### config.mk
export PLATFORM = sky130hd
export DESIGN_NAME = syndrome_decoder_seq
export DESIGN_NICKNAME = d
export VERILOG_FILES = /design/src/rtl/syndrome_decoder_seq.sv
export SDC_FILE = /design/constraint.sdc
export NUM_CORES = 1
export LEC_CHECK = 0
export BUFFER_PORTS_ARGS = -buffer_cell sky130_fd_sc_hd__buf_2
export CAP_MARGIN = 20
export CORE_ASPECT_RATIO = 0.5
export CORE_UTILIZATION = 38
export DETAILED_ROUTE_END_ITERATION = 10
export GPL_TIMING_DRIVEN = 1
export PLACE_DENSITY_LB_ADDON = 0.3
export SLEW_MARGIN = 20
export SYNTH_ARGS = -nofsm -noshare
export SYNTH_HDL_FRONTEND = slang
export SYNTH_SLANG_ARGS = --single-unit
### constraint.sdc
create_clock -name clk_i -period 5.9 [get_ports clk_i]
set_clock_uncertainty 0.1 [all_clocks]
set_input_delay 1.18 -clock clk_i [delete_from_list [all_inputs] [get_ports clk_i]]
set_output_delay 1.18 -clock clk_i [all_outputs]
set_load 0.01 [all_outputs]
### src/rtl/syndrome_decoder_seq.sv
// Stabiliser-code syndrome decoder: majority-votes ROUNDS syndrome samples per axis
// and looks the voted syndrome up in a run-time programmable per-axis correction table.
module syndrome_decoder_seq #(
  parameter int NQ     = 5,
  parameter int NS     = 4,
  parameter int ROUNDS = 3
) (
  input  logic          clk_i,
  input  logic          rst_i,
  input  logic          in_valid_i,
  input  logic [NS-1:0] syndrome_i,
  input  logic          cfg_we_i,
  input  logic [1:0]    cfg_axis_i,
  input  logic [NS-1:0] cfg_addr_i,
  input  logic [NQ-1:0] cfg_data_i,
  output logic          out_valid_o,
  output logic [NQ-1:0] correction_o,
  output logic [1:0]    axis_o,
  output logic          unstable_o
);

  localparam int CW    = $clog2(ROUNDS + 1);
  localparam int DEPTH = 1 << NS;
  localparam logic [CW-1:0] ROUNDS_C = CW'(ROUNDS);
  localparam logic [CW-1:0] MAJORITY = CW'(ROUNDS / 2);
  localparam logic [CW-1:0] LAST_RND = CW'(ROUNDS - 1);

  typedef enum logic [1:0] {
    AXIS_X = 2'b01,
    AXIS_Y = 2'b10,
    AXIS_Z = 2'b11
  } axis_e;

  axis_e                 curAxis_q, curAxis_d;
  logic [CW-1:0]         round_q, round_d;
  logic [NS-1:0][CW-1:0] voteCnt_q, voteCnt_d, voteSum;
  logic                  groupDone;
  logic                  groupUnstable;
  logic [NS-1:0]         groupSyn;

  logic                  s1Valid_q;
  logic [NS-1:0]         s1Syn_q;
  logic [1:0]            s1Axis_q;
  logic                  s1Unstable_q;

  logic                  outValid_q;
  logic [NQ-1:0]         correction_q;
  logic [1:0]            axis_q;
  logic                  unstable_q;

  logic [NQ-1:0]         tbl_q [3][DEPTH];
  logic [1:0]            wrSel;
  logic [1:0]            rdSel;

  // Counts including the sample presented this cycle, so the final sample votes too.
  always_comb begin
    voteSum       = '0;
    groupSyn      = '0;
    groupUnstable = 1'b0;
    for (int i = 0; i < NS; i++) begin
      voteSum[i]  = voteCnt_q[i] + CW'(syndrome_i[i]);
      groupSyn[i] = (voteSum[i] > MAJORITY);
      if ((voteSum[i] != '0) && (voteSum[i] != ROUNDS_C)) begin
        groupUnstable = 1'b1;
      end
    end
  end

  always_comb begin
    curAxis_d = curAxis_q;
    round_d   = round_q;
    voteCnt_d = voteCnt_q;
    groupDone = 1'b0;
    if (in_valid_i) begin
      if (round_q == LAST_RND) begin
        groupDone = 1'b1;
        round_d   = '0;
        voteCnt_d = '0;
        case (curAxis_q)
          AXIS_X:  curAxis_d = AXIS_Y;
          AXIS_Y:  curAxis_d = AXIS_Z;
          default: curAxis_d = AXIS_X;
        endcase
      end else begin
        round_d   = round_q + CW'(1);
        voteCnt_d = voteSum;
      end
    end
  end

  always_ff @(posedge clk_i) begin
    if (rst_i) begin
      curAxis_q <= AXIS_X;
      round_q   <= '0;
      voteCnt_q <= '0;
    end else begin
      curAxis_q <= curAxis_d;
      round_q   <= round_d;
      voteCnt_q <= voteCnt_d;
    end
  end

  always_ff @(posedge clk_i) begin
    if (rst_i) begin
      s1Valid_q    <= 1'b0;
      s1Syn_q      <= '0;
      s1Axis_q     <= 2'b00;
      s1Unstable_q <= 1'b0;
    end else begin
      s1Valid_q <= groupDone;
      if (groupDone) begin
        s1Syn_q      <= groupSyn;
        s1Axis_q     <= curAxis_q;
        s1Unstable_q <= groupUnstable;
      end
    end
  end

  assign wrSel = cfg_axis_i - 2'd1;
  assign rdSel = s1Axis_q - 2'd1;

  // Lookup reads the table registers before this edge's write lands: old data wins.
  always_ff @(posedge clk_i) begin
    if (rst_i) begin
      outValid_q   <= 1'b0;
      correction_q <= '0;
      axis_q       <= 2'b00;
      unstable_q   <= 1'b0;
    end else begin
      outValid_q <= s1Valid_q;
      if (s1Valid_q) begin
        correction_q <= tbl_q[rdSel][s1Syn_q];
        axis_q       <= s1Axis_q;
        unstable_q   <= s1Unstable_q;
      end
    end
  end

  always_ff @(posedge clk_i) begin
    if (rst_i) begin
      for (int a = 0; a < 3; a++) begin
        for (int e = 0; e < DEPTH; e++) begin
          tbl_q[a][e] <= '0;
        end
      end
    end else if (cfg_we_i && (cfg_axis_i != 2'b00)) begin
      tbl_q[wrSel][cfg_addr_i] <= cfg_data_i;
    end
  end

  assign out_valid_o  = outValid_q;
  assign correction_o = correction_q;
  assign axis_o       = axis_q;
  assign unstable_o   = unstable_q;

endmodule

* Word-level counts from Yosys, hierarchy flattened
Memories as Yosys holds them, arrays and structs flattened.
Index checks and enable logic that the tools add are counted.
** Storage, ports and cells
- Flip-flop bits (word level) :: 29
- Bits in writable memories :: 240
- Input port bits :: 19
- Output and inout bits :: 9
- Logic and storage cells :: 73
- Memories kept :: 1
** Memory list
- tbl_q :: depth 3, width 80, read ports 1, clocked after Yosys merged registers in 0, write ports 3, RTL line 51 : logic [NQ-1:0] tbl_q [3][DEPTH];
** Operators by class
- $add $sub $neg :: 7
- Order comparisons :: 7
- Equality and inequality tests :: 7
- Muxes and demuxes :: 22
- Bitwise gates (word level) :: 2
- Reduce and logical (&&, ||, !) cells :: 13
** Operator list (count)
- $mux W80 :: 3
- $reduce_or A80 Y1 :: 1
- $bmux W5 S4 :: 1
- $demux W5 S4 :: 1
- $mux W5 :: 3
- $ge A5 B5 Y1 const B :: 2
- $mux W1 :: 10
- $not A4 Y5 :: 2
- $reduce_bool A2 Y1 :: 5
- $add A2 B1 Y2 :: 4
- $gt A2 B1 Y1 const B :: 4
- $mux W8 :: 1
- $ne A2 B2 Y1 const B :: 4
- $logic_and A1 B1 Y1 :: 6
- $lt A5 B1 Y1 const B :: 1
- $eq A2 B2 Y1 const B :: 2
- $mux W2 :: 2
- $pmux W2 S2 :: 1
- $sub A2 B1 Y2 const B :: 2
- $add A2 B1 Y2 const B :: 1
- $eq A2 B1 Y1 const B :: 1
- $reduce_and A2 Y1 :: 1

* Depth between registers and ports, before layout
Gate-level depths: netlist (run 1).
- Depth in word-level cells :: 8
- Mapped depth :: 9

* Worst setup path before layout (run 1)
Ideal clock, no wire load.
- Kind :: input-to-reg
- Start :: in cfg_axis_i[0]
- End :: mem tbl_q[0][0] (netlist bit) (enable)
- Library setup time :: 0.316 ns
- Arrival time :: 2.815 ns
- Path slack :: 2.669 ns
- Stages on the path :: 8
- Buffers on the path :: 1
- Cell sequence :: inv_1 ha_1 nor3b_1 and3_1 clkbuf_1 a31o_2 nand2_1 nand2b_1
** RTL lines
- from (decl) :: RTL line 13 : input logic [1:0] cfg_axis_i,
- to (decl) :: RTL line 51

==> results of run 1 <==
-- per-layer routing --
layer / part of all wire, % / track usage (%)
met4: 1.7 / 4.01
met1: 43 / 26.0
met5: 0 / 0
met3: 7.3 / 3.04
met2: 48 / 31.3
-- logic make-up after synthesis --
logic type,Yosys count,share of synthesized area (%)
adder cells (fa/ha/maj),10,0.830
AND/OR/NAND/NOR,372,11.0
flip-flops,349,67.6
multiplexers,110,14.1
AO/OA/AOI/OAI,86,3.75
XOR/XNOR,4,0.232
buffers and inverters,75,2.45
-- flip-flops by register name (all words and copies together) (netlist names), 2 cells and up --
name	cells
tbl_q	320
voteCnt_q	8
correction_o	5
s1Syn_q	4
axis_o	2
curAxis_q	2
round_q	2
s1Axis_q	2
-- worst min-delay path, delay by kind of cell (launching register included) --
family / cells / cell delay [ns]
compound gates: 1 / 0.06
flops: 1 / 0.32
simple gates: 1 / 0.07
-- through the flow --
step	instance area [um^2]	instances	power (mW)	setup slack (ns)	util, %
after floorplan	15100	1006	3.08	2.67	-
after global placement	15700	1520	3.18	1.94	40.3
after detailed placement	15700	1520	3.19	1.83	40.3
after CTS	16800	1581	5.25	2.36	43.0
after global routing	16800	1581	5.38	2.24	43.0
final	16800	1581	5.23	2.36	43.0
-- final timing paths --
check | to | slack [ns] | cells past startpoint
max | tbl_q[3][78] | 2.36 | 7
max reg2reg | correction_o[3] | 2.73 | 6
min | voteCnt_q[0] | 0.38 | 2
min reg2reg | voteCnt_q[0] | 0.38 | 2
-- area by class of cell --
class / count / area (um^2) / area share (%)
clock inverter: 14 / 109 / 0.649
timing repair buffer: 49 / 300 / 1.79
inverter: 10 / 37.5 / 0.224
sequential: 349 / 10200 / 60.8
multi-input combinational: 582 / 4520 / 26.9
clock buffer: 47 / 942 / 5.62
tap: 530 / 663 / 3.95
-- power breakdown --
| group | switching [mW] | internal, mW |
|---|---|---|
| clock | 0.922 | 1.17 |
| combinational | 0.169 | 0.0858 |
| sequential | 0.0512 | 2.83 |
| total | 1.14 | 4.09 |
-- synthesized netlist by cell type (all sizes together), types with 2 or more instances --
cell and count:
o22ai 2, nor2b 11, o21ai 6, mux2 7, nand3b 5, inv 10, mux2i 22, a31o 4
nand2 51, buf 29, or2 2, ha 10, and2 5, a21oi 33, nor2 219, a21o 8
edfxtp 320, nor3b 3, a22oi 10, a2111oi 2, nand2b 49, xnor2 4, a31oi 4, a221oi 2
dfxtp 29, nor3 10, o211ai 4, mux4 81, clkbuf 36, nand3 13
==> out/summary.md, run 1 <==
* **unrepaired setup endpoints after global routing** no
* **post-CTS setup buffer count** 0
* **Die H** 143 um
* **cell count after synthesis** 1006
* **P&R area growth vs syn** 11.2%
* **maximum fanout along the worst path** 7
* **vias after detailed routing** 8820
* **residual antenna-violating net count after detailed routing** 0
* **H-tree depth reported by CTS** 2
* **required time of the worst setup path** 5.95 ns
* **post-CTS resize count** 0
* **detailed-route DRC error count** 0
* **Max VDD drop** 0.156 mV
* **number of synthesized flops with an enable pin** 320
* **status** completed
* **final setup violating endpoints** 0
* **placement row count** 51
* **slowest library cell on the worst path** sky130_fd_sc_hd__nor3_2
* **area share of the largest cell type after synthesis** 63.7%
* **leading cell types by total area after synthesis** sky130_fd_sc_hd__edfxtp_1, sky130_fd_sc_hd__mux4_2, sky130_fd_sc_hd__nor2_1, sky130_fd_sc_hd__dfxtp_1, sky130_fd_sc_hd__nand2b_1
* **max_cap viols** 0
* **count of antenna diodes in the layout** 0
* **start point of the worst hold path** voteCnt_q[0]
* **initial antenna violation count** 0
* **Hold-fix buffers, CTS** 0
* **number of inserted filler cells in the final layout** 3451
* **input/output buffers** 27
* **Boundary Pins** 28
* **commonest cells after routing, fill and taps aside** sky130_fd_sc_hd__edfxtp_1, sky130_fd_sc_hd__nor2_1, sky130_fd_sc_hd__mux4_2
* **class of the tightest hold or removal check** flip-flop to flip-flop
* **Largest delay share family, worst path** simple AND/OR/NAND/NOR gates
* **Main synth FF type** sky130_fd_sc_hd__edfxtp_1
* **power density relative to cell area** 312 nW/um^2
* **worst slew slack as a fraction of its limit** 36.0%
* **Nets** 1056
* **clock root cell** sky130_fd_sc_hd__clkbuf_16
* **kind of end point of the critical path** flip-flop
* **clock-pin slew on the worst setup and hold paths** 0.06 ns
* **buffers and inverters on the worst path** 2
* **unique cell type count in the Yosys netlist** 53
* **Async S/R FF share, synth** 0%
* **crit path DAT** 3.59 ns
* **area of the placeable core** 39000 um^2
* **initial core utilization** 38.7%
* **Leakage** 5.08 nW
* **CP Launch Type** input pin
* **first-pass GRT wire length** 56000 um
* **setup TNS** 0 ns
* **top cell type by total area after synthesis** sky130_fd_sc_hd__edfxtp_1
* **sequential fraction of the synthesis area** 67.6%
* **Mapped Area** 15100 um^2
* **clock buffer count from CTS** 35
* **number of vias per cell after detailed routing** 5.58
* **Worst Setup SP** cfg_axis_i[0]
* **global-route congestion overflow total** 0
* **Yosys warning total** 0
* **most common library cell in the layout ignoring fill and taps** sky130_fd_sc_hd__edfxtp_1
* **layout cells sized above 1** 18.5%
* **buffer levels on the longest clock path** 3
* **drt initial violations** 737
* **Total GRT Usage** 18.7%
* **#FFs+latches synth** 349
* **worst slack on hold paths** 0.384 ns
* **hold violation total from the final report** 0
* **worst-skew pair later-pin latency** 0.54 ns
* **part of the cycle the worst path needs** 60.0%
* **final RePlAce weighted congestion** 0.884
* **drt wl/cell** 23.9 um
* **number of max-slew violations in the final report** 0
* **Chip Width** 284 um
* **drt pass-1 iters** 5
* **Mapped Avg Cell Area** 15.0 um^2
* **Least-Margin Pin Slew** 0.960 ns
* **minimum clock period** 3.54 ns
* **launch point of the worst reg-to-reg path** s1Axis_q[0]
* **Critical Setup Path Class** input pin to flip-flop
* **vias in the first global route** 8750
* **maximum clock rate** 0.282 GHz
* **wire length reported by the detailed router** 37700 um
* **critical path's largest stage delay** 0.72 ns
* **CTS tree** built
* **Total Die Area** 40500 um^2
* **Clock Sinks** 349
* **maximum number of pins on one net before global-route repair** 74
* **half-perimeter wire length after detailed placement** 23900 um
* **Synthesized Nets** 1035
* **ordered cell list for the critical path** buf_2 > inv_1 > ha_1 > or3b_1 > nor3_2 > and2_1 > nor2b_1
Power figures use the tool's default switching activity.
==> inputs of run 2 (changes only) <==
==> constraint.sdc (replaced) <==
create_clock -name clk_i -period 3.6 [get_ports clk_i]
set_clock_uncertainty 0.1 [all_clocks]
set_input_delay 0.72 -clock clk_i [delete_from_list [all_inputs] [get_ports clk_i]]
set_output_delay 0.72 -clock clk_i [all_outputs]
set_load 0.01 [all_outputs]
==> out/summary.md, run 2 (synthesis gave the netlist of run 1 again) <==
* **Hold-fix buffers, CTS** 0, unchanged
* **Total GRT Usage** 19.3%, +0.58 points
* **most common library cell in the layout ignoring fill and taps** sky130_fd_sc_hd__edfxtp_1
* **unrepaired setup endpoints after global routing** no
* **register ranked first by flip-flop count** tbl_q
* **drt wl/cell** 24.3 um, +1.9%
* **layout cells sized above 1** 19.9%, +1.5 points
* **Total Die Area** 40500 um^2, unchanged
* **power density relative to cell area** 514 nW/um^2, +65%
* **slowest library cell on the worst path** sky130_fd_sc_hd__nor2_1
* **max_cap viols** 0, unchanged
* **maximum clock rate** 0.381 GHz
* **flop-to-flop setup slack** 1.00 ns, -1.73 ns
* **commonest cells after routing, fill and taps aside** sky130_fd_sc_hd__edfxtp_1, sky130_fd_sc_hd__nor2_1, sky130_fd_sc_hd__mux4_2
* **detailed-route DRC error count** 0, unchanged
* **class of the tightest hold or removal check** flip-flop to flip-flop
* **buffer levels on the longest clock path** 3, unchanged
* **vias in the first global route** 8880, +1.5%
* **Clock Sinks** 349, unchanged
* **clock buffer count from CTS** 35, unchanged
* **Chip Width** 284 um, unchanged
* **input/output buffers** 27, unchanged
* **Post-Place Cell Area** 15900 um^2, +1.2%
* **Nets** 1065, +0.85%
* **required time of the worst setup path** 3.66 ns, -2.29 ns
* **final setup violating endpoints** 0, unchanged
* **wire length reported by the detailed router** 38600 um, +2.4%
* **Cells after DPL** 1529, +0.59%
* **worst-skew pair later-pin latency** 0.53 ns, about the same
* **setup ws final** 0.972 ns, -1.39 ns
* **clock-pin slew on the worst setup and hold paths** 0.06 ns, about the same
* **Critical Setup Path Class** input pin to flip-flop
* **maximum fanout along the worst path** 5, -2
* **ordered cell list for the critical path** buf_2 > inv_1 > ha_1 > or3b_1 > nor3b_2 > buf_4 > a21oi_1 > nor2_1
* **worst slew slack as a fraction of its limit** 40.7%, +4.7 points
* **kind of end point of the critical path** flip-flop
* **H-tree depth reported by CTS** 2, unchanged
* **final RePlAce weighted congestion** 0.839, -5.1%
* **critical path's largest stage delay** 0.51 ns, -0.21 ns
* **P&R area growth vs syn** 12.9%
* **area of the placeable core** 39000 um^2, unchanged
* **Max VDD drop** 0.245 mV, +57%
* **crit path DAT** 2.69 ns, -0.90 ns
* **post-CTS resize count** 0, unchanged
* **number of cells on the worst reg-to-reg path** 6, unchanged
* **CP Launch Type** input pin
* **residual antenna-violating net count after detailed routing** 0, unchanged
* **Leakage** 5.20 nW, +2.3%
* **count of antenna diodes in the layout** 0, unchanged
* **Boundary Pins** 28, unchanged
* **Design Area, Final** 17000 um^2, +1.5%
* **launch point of the worst reg-to-reg path** s1Axis_q[0]
* **vias after detailed routing** 8826, +0.068%
* **minimum clock period** 2.63 ns
* **global-route congestion overflow total** 0, unchanged
* **number of max-slew violations in the final report** 0, unchanged
* **part of the cycle the worst path needs** 73.0%
* **end of the critical path** tbl_q[2][45]
* **initial core utilization** 38.7%, unchanged
* **drt pass-1 iters** 5, unchanged
* **placement row count** 51, unchanged
* **worst setup slack after placement** 0.463 ns, -1.37 ns
* **hold violation total from the final report** 0, unchanged
* **worst r2r dst** correction_o[2]
* **status** completed
* **first-pass GRT wire length** 57100 um, +1.9%
* **number of flip-flops in the largest register** 320, unchanged
* **CTS tree** built
* **Worst Setup SP** cfg_axis_i[0]
* **number of vias per cell after detailed routing** 5.55, -0.44%
* **worst slack on hold paths** 0.377 ns, -0.00680 ns
* **post-layout instance count excluding filler cells** 1589, +0.51%
* **initial antenna violation count** 0, unchanged
* **post-CTS setup buffer count** 0, unchanged
* **maximum number of pins on one net before global-route repair** 91, +23%
* **clock root cell** sky130_fd_sc_hd__clkbuf_16
* **setup TNS** 0 ns, unchanged
* **half-perimeter wire length after detailed placement** 24600 um, +3.1%
* **Die H** 143 um, unchanged
* **Least-Margin Pin Slew** 0.887 ns, -0.0727 ns
* **drt initial violations** 914, +24%
==> run 2: cell types whose count changed in the layout (fill, tap and decap cells not counted), sizes merged <==
cell	delta
bufinv	+2
inv	-1
clkinv	+1
clkinvlp	+1
clkbuf	-4
buf	+9
==> run 2: report_power, final <==
part	total, mW	internal, mW	switching (mW)	leakage [nW]
sequential	4.72	4.64	0.0811	3.09
clock	3.59	2.09	1.50	0.552
combinational	0.439	0.152	0.288	1.55
==> run 2: area by class of cell <==
| cell class | instances | area [um^2] |
|---|---|---|
| flip-flops and latches | 349 | 10200 |
| clock inverters | 17 | 164 |
| clock buffers | 43 | 948 |
| repair buffers | 58 | 493 |
| well taps | 530 | 663 |
| fillers | 3348 | 22000 |
| multi-input cells | 582 | 4520 |
| inverters | 10 | 37.5 |
==> run 2: worst min path at each step <==
stage	startpoint	endpoint	slack, ns	depth (start not counted)
floorplan	voteCnt_q[0]	voteCnt_q[0]	0.35	2
global placement	voteCnt_q[0]	voteCnt_q[0]	0.36	2
detailed placement	voteCnt_q[2]	voteCnt_q[2]	0.37	2
CTS	voteCnt_q[1]	voteCnt_q[1]	0.38	2
global route	voteCnt_q[6]	voteCnt_q[6]	0.40	2
finish	voteCnt_q[2]	voteCnt_q[2]	0.38	2
==> run 2: critical path, delay by kind of cell <==
family	cells	cell delay, ns
AND/OR/NAND/NOR	3	1.20
adder cells (fa/ha/maj)	1	0.23
AO/OA/AOI/OAI	1	0.14
buffers and inverters	3	0.39
==> run 2: layer usage <==
metal  GRT usage (%)  up-vias  part of all wire, %
met5               0        -                    0
li1                -     3841                    -
met4            5.38        0                  2.2
met1            25.8     4507                   42
met3            4.12       68                  8.4
met2            32.1      410                   48
==> run 2: per-stage QoR <==
| stage | total power, mW | utilization (%) |
|---|---|---|
| 6_report | 8.76 | 43.7 |
| 3_5_place_dp | 5.25 | 40.8 |
| 4_1_cts | 8.81 | 43.7 |
| 5_1_grt | 9.02 | 43.7 |
| 2_1_floorplan | 5.04 | - |
| 3_3_place_gp | 5.23 | 40.8 |
==> inputs of run 3 (changes only) <==
==> constraint.sdc (replaced) <==
create_clock -name clk_i -period 2.55 [get_ports clk_i]
set_clock_uncertainty 0.1 [all_clocks]
set_input_delay 0.51 -clock clk_i [delete_from_list [all_inputs] [get_ports clk_i]]
set_output_delay 0.51 -clock clk_i [all_outputs]
set_load 0.01 [all_outputs]
==> out/summary.md, run 3 (synthesis gave the netlist of run 1 again) <==
* **status** completed
* **initial core utilization** 38.7%, unchanged
* **hold violation total from the final report** 0, unchanged
* **kind of end point of the critical path** flip-flop
* **global-route congestion overflow total** 0, unchanged
* **CP Launch Type** flip-flop
* **register ranked first by flip-flop count** tbl_q
* **initial antenna violation count** 0, unchanged
* **maximum number of pins on one net before global-route repair** 44, -52%
* **maximum fanout along the worst path** 22, +17
* **Leakage** 5.65 nW, +8.7%
* **first-pass GRT wire length** 58800 um, +2.9%
* **number of vias per cell after detailed routing** 5.46, -1.6%
* **count of antenna diodes in the layout** 0, unchanged
* **wire length reported by the detailed router** 39500 um, +2.3%
* **residual antenna-violating net count after detailed routing** 0, unchanged
* **fraction of power spent switching nets** 21.3%, -0.10 points
* **critical path's largest stage delay** 0.65 ns, +0.14 ns
* **maximum clock rate** 0.427 GHz
* **clock network power share** 42.1%, +1.0 points
* **CTS tree** built
* **final setup violating endpoints** 0, unchanged
* **most common library cell in the layout ignoring fill and taps** sky130_fd_sc_hd__edfxtp_1
* **power share of the sequential group** 52.6%, -1.3 points
* **worst-skew pair later-pin latency** 0.53 ns, about the same
* **vias after detailed routing** 9192, +4.1%
* **wire length on met3** 3090 um, -4.9%
* **utilization of the core after routing** 45.6%, +2.0 points
* **setup ws final** 0.209 ns, -0.763 ns
* **half-perimeter wire length after detailed placement** 27100 um, +10%
* **Critical Setup Path Class** flip-flop to flip-flop
* **metal1 wirelength** 17000 um, +5.5%
* **H-tree depth reported by CTS** 2, unchanged
* **Die H** 143 um, unchanged
* **layout cells sized above 1** 26.2%, +6.3 points
* **Least-Margin Pin Slew** 0.652 ns, -0.235 ns
* **Total Die Area** 40500 um^2, unchanged
* **drt initial violations** 870, -4.8%
* **part of the cycle the worst path needs** 91.8%
* **Comb power frac** 5.3%, +0.3 points
* **crit path DAT** 2.64 ns, -0.05 ns
* **input/output buffers** 27, unchanged
* **clock-pin slew on the worst setup and hold paths** 0.06 ns, about the same
* **drt pass-1 iters** 5, unchanged
* **buffers and inverters on the worst path** 1, -2
* **setup TNS** 0 ns, unchanged
* **flop-to-flop setup slack** 0.21 ns, -0.79 ns
* **Boundary Pins** 28, unchanged
* **switching power summed over all nets** 2.70 mW, +44%
* **detailed-route DRC error count** 0, unchanged
* **clock root cell** sky130_fd_sc_hd__clkbuf_16
* **total power** 12.7 mW, +45%
* **Chip Width** 284 um, unchanged
* **Clock Sinks** 349, unchanged
* **worst slew slack as a fraction of its limit** 56.5%, +16 points
* **power density relative to cell area** 712 nW/um^2, +38%
* **vias in the first global route** 9243, +4.1%
* **P&R area growth vs syn** 18.0%
* **unrepaired setup endpoints after global routing** no
* **area of the placeable core** 39000 um^2, unchanged
* **buffer levels on the longest clock path** 3, unchanged
* **worst setup slack after placement** -0.165 ns, -0.629 ns
* **top routing layer used** met4
* **Max VDD drop** 0.438 mV, +78%
* **max_cap viols** 0, unchanged
* **commonest cells after routing, fill and taps aside** sky130_fd_sc_hd__edfxtp_1, sky130_fd_sc_hd__nor2_1, sky130_fd_sc_hd__buf_4
* **number of max-slew violations in the final report** 0, unchanged
* **number of flip-flops in the largest register** 320, unchanged
* **minimum clock period** 2.34 ns
* **slowest library cell on the worst path** sky130_fd_sc_hd__dfxtp_4
* **detailed-routed wire length on met2** 18700 um, +1.7%
* **required time of the worst setup path** 2.84 ns, -0.82 ns
* **P_int** 9.97 mW, +45%
* **class of the tightest hold or removal check** input pin to flip-flop
* **placement row count** 51, unchanged
* **Largest delay share family, worst path** multiplexers
* **final RePlAce weighted congestion** 0.874, +4.2%
* **ordered cell list for the critical path** buf_12 > mux4_2 > mux4_2 > a32oi_1 > nand3_1
* **Nets** 1156, +8.5%
* **Total GRT Usage** 19.9%, +0.57 points
* **Top cell by count, worst path** sky130_fd_sc_hd__mux4_2
* **clock buffer count from CTS** 34, -2.9%
* **drt wl/cell** 23.5 um, -3.3%
-- run 3: changes by cell type in the layout (fill, tap and decap cells not counted), sizes merged --
cell      change
buf          +92
bufinv        +3
clkbuf        -2
clkinv        -2
clkinvlp      +2
-- run 3: worst reg2reg max path: stages (launching register included) --
cell                      delay, ns
sky130_fd_sc_hd__dfxtp_4       0.65
sky130_fd_sc_hd__buf_12        0.26
sky130_fd_sc_hd__mux4_2        0.35
sky130_fd_sc_hd__mux4_2        0.51
sky130_fd_sc_hd__a32oi_1       0.23
sky130_fd_sc_hd__nand3_1       0.11
-- run 3: timing repair --
item	CTS	global route
hold buffers	0	0
setup endpoints to repair	0	2
gates resized for setup	0	1
setup buffers	0	0
-- run 3: metrics by stage --
stage / area [um^2] / instances / hold slack (ns)
after floorplan: 15100 / 1006 / 0.350
after global placement: 16600 / 1621 / 0.358
after detailed placement: 16600 / 1621 / 0.373
after CTS: 17800 / 1682 / 0.343
after global routing: 17800 / 1682 / 0.351
final: 17800 / 1682 / 0.356
-- run 3: routing by layer --
metal | GRT usage, % | vias up
li1 | - | 4026
met1 | 27.3 | 4756
met2 | 32.5 | 356
met3 | 4.07 | 54
met4 | 5.04 | 0
met5 | 0 | -
-- run 3: worst paths after layout --
kind,startpoint,endpoint,cells after the start
worst min register to register,curAxis_q[1],s1Axis_q[1],2
worst min-delay path,in_valid_i,voteCnt_q[0],4
worst max-delay path,s1Axis_q[1],correction_o[1],5
worst max register to register,s1Axis_q[1],correction_o[1],5
-- run 3: layout make-up --
cell class | instances | area, um^2
multi-input cells | 582 | 4520
inverters | 10 | 37.5
fillers | 3373 | 21200
well taps | 530 | 663
repair buffers | 150 | 1200
clock inverters | 20 | 258
clock buffers | 41 | 908
flip-flops and latches | 349 | 10200
-- run 3: power groups by stage --
stage               clock network, mW  logic (mW)  registers [mW]
floorplan                           0       0.402            6.72
global placement                    0       0.662            6.77
detailed placement                  0       0.675            6.78
CTS                              5.38       0.679            6.66
global route                     5.60       0.726            6.68
finish                           5.33       0.677            6.66
